### src/rtl/seg7_scan_driver.sv
// Four-digit common-anode 7-segment scan driver: latches the four nibbles once per frame,
// then time-multiplexes them with hex decode, decimal points and leading-zero blanking.
module seg7_scan_driver #(
    parameter int SCAN_DIV       = 4,
    parameter bit ACTIVE_LOW_SEG = 1'b1
) (
    input  logic       clk,
    input  logic       rst,
    input  logic [3:0] in0,
    input  logic [3:0] in1,
    input  logic [3:0] in2,
    input  logic [3:0] in3,
    input  logic [3:0] dp_sel,
    input  logic       blank_lz,
    input  logic       en,
    output logic [3:0] an,
    output logic [6:0] seg,
    output logic       dp,
    output logic       frame_start
);

    localparam int             CW       = (SCAN_DIV > 1) ? $clog2(SCAN_DIV) : 1;
    localparam logic [CW-1:0]  DIV_LAST = CW'(SCAN_DIV - 1);
    localparam logic [6:0]     SEG_OFF  = ACTIVE_LOW_SEG ? 7'h7F : 7'h00;
    localparam logic           DP_OFF   = ACTIVE_LOW_SEG ? 1'b1 : 1'b0;

    logic [CW-1:0]      div_cnt;
    logic [1:0]         dig;
    logic [3:0][3:0]    snap;
    logic [3:0]         snap_dp;
    logic               snap_lz;
    logic               load_pend;

    logic               tick;
    logic               load;
    logic [3:0]         cur_val;
    logic               higher_zero;
    logic               blank;
    logic [6:0]         seg_lit;

    function automatic logic [6:0] hex_to_seg(input logic [3:0] v);
        logic [6:0] s;
        case (v)
            4'h0: s = 7'h3F;
            4'h1: s = 7'h06;
            4'h2: s = 7'h5B;
            4'h3: s = 7'h4F;
            4'h4: s = 7'h66;
            4'h5: s = 7'h6D;
            4'h6: s = 7'h7D;
            4'h7: s = 7'h07;
            4'h8: s = 7'h7F;
            4'h9: s = 7'h6F;
            4'hA: s = 7'h77;
            4'hB: s = 7'h7C;
            4'hC: s = 7'h39;
            4'hD: s = 7'h5E;
            4'hE: s = 7'h79;
            default: s = 7'h71;
        endcase
        return s;
    endfunction

    assign tick = en && (div_cnt == DIV_LAST);
    // The last slot of a frame is where the next frame's snapshot is taken.
    assign load = tick && (dig == 2'd3);

    always_ff @(posedge clk or posedge rst) begin
        if (rst) begin
            div_cnt <= '0;
            dig     <= 2'd0;
        end else if (en) begin
            if (tick) begin
                div_cnt <= '0;
                dig     <= dig + 2'd1;
            end else begin
                div_cnt <= div_cnt + CW'(1);
            end
        end
    end

    always_ff @(posedge clk or posedge rst) begin
        if (rst) begin
            snap    <= '0;
            snap_dp <= 4'h0;
            snap_lz <= 1'b0;
        end else if (load) begin
            snap    <= {in3, in2, in1, in0};
            snap_dp <= dp_sel;
            snap_lz <= blank_lz;
        end
    end

    always_comb begin
        cur_val     = snap[dig];
        higher_zero = 1'b1;
        for (int i = 0; i < 4; i++) begin
            if ((i >= int'(dig)) && (snap[i] != 4'h0)) begin
                higher_zero = 1'b0;
            end
        end
        blank   = snap_lz && (dig != 2'd0) && higher_zero;
        seg_lit = ACTIVE_LOW_SEG ? ~hex_to_seg(cur_val) : hex_to_seg(cur_val);
    end

    // load_pend bridges the snapshot edge to the first displayed digit-0 cycle,
    // so the pulse survives an enable gap landing right at the frame boundary.
    always_ff @(posedge clk or posedge rst) begin
        if (rst) begin
            an          <= 4'b1111;
            seg         <= SEG_OFF;
            dp          <= DP_OFF;
            frame_start <= 1'b0;
            load_pend   <= 1'b0;
        end else begin
            frame_start <= en && (dig == 2'd0) && load_pend;
            if (load) begin
                load_pend <= 1'b1;
            end else if (en && (dig == 2'd0)) begin
                load_pend <= 1'b0;
            end

            if (!en || blank) begin
                an  <= 4'b1111;
                seg <= SEG_OFF;
                dp  <= DP_OFF;
            end else begin
                an  <= ~(4'b0001 << dig);
                seg <= seg_lit;
                dp  <= snap_dp[dig] ? ~DP_OFF : DP_OFF;
            end
        end
    end

endmodule

### config.mk
export PLATFORM = sky130hd
export DESIGN_NAME = seg7_scan_driver
export DESIGN_NICKNAME = d
export VERILOG_FILES = /design/src/rtl/seg7_scan_driver.sv
export SDC_FILE = /design/constraint.sdc
export NUM_CORES = 1
export LEC_CHECK = 0
export CELL_PAD_IN_SITES_DETAIL_PLACEMENT = 1
export CELL_PAD_IN_SITES_GLOBAL_PLACEMENT = 2
export CORE_MARGIN = 1.5
export CORE_UTILIZATION = 24
export CTS_CLUSTER_SIZE = 16
export DETAILED_ROUTE_END_ITERATION = 6
export GPL_ROUTABILITY_DRIVEN = 0
export PLACE_DENSITY = 0.55
export SYNTH_ARGS = -nofsm -noshare
export SYNTH_HDL_FRONTEND = slang
export SYNTH_SLANG_ARGS = --single-unit
### constraint.sdc
create_clock -name clk -period 2.3 [get_ports clk]
set_input_delay 0.46 -clock clk [delete_from_list [all_inputs] [get_ports clk]]
set_output_delay 0.46 -clock clk [all_outputs]
set_load 0.05 [all_outputs]
==> impl_metrics.tcl, run 1 <==
set metrics [dict create \
    avgSynthCellArea_um2 13.6 \
    slowest_delay_ns 0.66 \
    die_y_um 93.3 \
    grt_max_degree 40 \
    drc_errors 0 \
    grt_pass1_wl_um 7670 \
    cts_tree "built" \
    intPower_uw 2180 \
    die-area_um2 8700 \
    dpl.cell_count 282 \
    status "finished, final reports clean" \
    syn_nets 179 \
    crit_path_max_fanout 5 \
    core_region_area_um2 7810 \
    synth_seq_cells 39 \
    numCtsBuffers 5 \
    cts_buffer_depth 2 \
    fillers 851 \
    worstSetupStartpointType "register" \
    cp_cell_sequence "mux4_1 -> ha_1 -> or3_1 -> a21oi_1 -> o31ai_1" \
    p_total_uw 3750 \
    cap_violations 0 \
    drive_gt1_share_pct 32.4 \
    ctsHoldBuffers 0 \
    fmax_ghz 0.477 \
    regToRegSetupSlack_ns 0.20 \
    rows 32 \
    cts.clk_slew.worst_paths_ns 0.08 \
    area_growth_pct 29.7 \
    ioPinCount 37 \
    io_buffer_count 36 \
    period_minus_slack_ns 2.10 \
    finalWorstSetupSlack_ns 0.203 \
    rsz0062_at_grt "false" \
    dr.pass1.iters 3 \
    dp_slack_ns 0.213 \
    yosys_warnings 0 \
    root_buffer "clkbuf_8" \
    dr.first_iter.drc_count 11 \
    clk_latency_ns 0.29 \
    finalHoldViolations 0 \
    worstHoldPathCells 2 \
    worst_pin_slew_ns 0.516 \
    ir_drop_uv 313 \
    crit_start "dig[1]" \
    layout_commonest_cell "clkdlybuf4s50_1" \
    cp_slowest_cell "mux4_1" \
    synth_top_area_share_pct 34.5 \
    wl_per_cell_um 15.5 \
    rr_startpoint "dig[1]" \
    sw_frac_of_total_pct 41.9 \
    stdcell_count 290 \
    synth_seq_area_share_pct 50.6 \
    ctsResizeCount 0 \
    slew_headroom_pct 65.6 \
    p_clk_share_pct 12.6 \
    p_per_area_nw_per_um2 1480 \
    hp-class "reg -> reg" \
    antenna_cells 0 \
    htreeDepth 2 \
    dr_total_vias 1292 \
    via_per_inst 4.46 \
    cp.required_ns 2.52 \
    crit_end "seg[0]" \
    ant_nets 0 \
    nNetsFinal 222 \
    die_w_um 93.3 \
    synthCells 144 \
    finalSetupViolations 0 \
    mostFrequentLayoutCells "clkdlybuf4s50_1, mux2_2, dfrtp_1" \
    grt_usage_pct 11.6 \
    clock-sinks 39 \
    slew_violations 0 \
    overflow 0 \
    grt_antenna_before_repair 0 \
    fin_setup_tns_ns 0 \
    post_cts_buffers 0 \
    r2r_cells 5 \
    skew_ns 0.00562 \
    timing.rr.end "seg[0]" \
    ys_types 32 \
    hold_ws_ns 0.473 \
    crit_arrival_ns 2.31 \
    pwr-share-comb_pct 54.4 \
    synth.cell_area_um2 1960 \
    grt_pass1_vias 1457 \
    start_util_pct 25.1 \
    power_leakage_uw 0.00108 \
    switchingPower_uw 1570 \
    place_hpwl_um 3420 \
    end_kind "register" \
    yosysTopAreaCell "dfrtp_1" \
    synth_area_leaders "dfrtp_1, dfstp_2, mux2_2" \
    post-route-period-util_pct 91.2 \
    seqPwrFrac_pct 33.1 \
    wirelength_um 4480 \
    critPathKind "reg -> reg" \
]
## cell families (layout without fill, tap and decap cells)
logic type | count (synthesis) | in the layout | share of synthesized area (%)
multiplexers | 39 | 39 | 25.1
flip-flops | 39 | 39 | 50.6
AND/OR/NAND/NOR | 27 | 27 | 7.29
buffers and inverters | 13 | 57 | 3.39
AO/OA/AOI/OAI | 12 | 12 | 5.24
adder cells (fa/ha/maj) | 11 | 11 | 7.03
XOR/XNOR | 3 | 3 | 1.34
## Yosys cell counts, drive strengths merged
cell type	instances
o41a	1
nand3	4
xnor2	2
mux4	5
mux2i	7
o22ai	1
ha	11
nor2	2
o31ai	1
nand2	11
or4b	1
xor2	1
and3	1
nand3b	2
o211ai	3
and2b	1
a211o	1
or2	1
dfrtp	27
nor4	2
dfstp	12
buf	6
inv	7
or3	2
a21oi	2
o221ai	2
o2bb2ai	1
mux2	27
## registers in the layout (all words and copies together), names as in the netlist, 2 cells and up
name     flops
an           4
dig          2
div_cnt      2
seg          7
snap        16
snap_dp      4
## power by group through the flow
| stage | registers (uW) | clock network (uW) | logic (uW) |
|---|---|---|---|
| floorplan | 1500 | 0 | 1220 |
| global placement | 1250 | 0 | 2010 |
| detailed placement | 1260 | 0 | 2060 |
| CTS | 1250 | 497 | 2060 |
| global route | 1280 | 535 | 2240 |
| finish | 1240 | 471 | 2040 |
## worst min-delay path by stage
stage / slack [ns] / to / from
after global placement: 0.45 / load_pend / load_pend
after detailed placement: 0.46 / load_pend / load_pend
after global routing: 0.51 / load_pend / load_pend
after floorplan: 0.44 / load_pend / load_pend
final: 0.47 / load_pend / load_pend
after CTS: 0.48 / load_pend / load_pend
## area by class of cell
type	instances	area, um2	area share, %
Clock buffer	5	68.8	2.71
Sequential cell	39	991	39.0
Inverter	7	26.3	1.03
Tap cell	102	128	5.03
Clock inverter	3	20.0	0.789
Multi-Input combinational cell	92	900	35.4
Timing Repair Buffer	42	405	16.0
## critical path: cells and delay by family, from the launching register on
| family | cells | cell delay, ns |
|---|---|---|
| muxes | 1 | 0.66 |
| DFF | 1 | 0.43 |
| and+or+nand+nor | 1 | 0.38 |
| adders and majority gates | 1 | 0.28 |
| AOI/OAI and AO/OA | 2 | 0.27 |
## stage by stage
step	utilization, %	instance area (um2)
final	32.5	2540
after global routing	32.5	2540
after CTS	32.5	2540
after detailed placement	31.4	2450
after global placement	31.4	2450
after floorplan	-	1960
## routing by layer
layer | vias up | track usage (%) | routed length (um)
met5 | - | 0 | 0
li1 | 606 | - | -
met1 | 656 | 14.2 | 2010
met3 | 5 | 3.09 | 166
met2 | 25 | 19.8 | 2250
met4 | 0 | 3.41 | 57
Power figures use the tool's default switching activity.
==> inputs of run 2 (changes only) <==
Settings changed: SLEW_MARGIN set to 20.
==> results of run 2 <==
Final layout, timing and power as in run 1 (identical DEF).
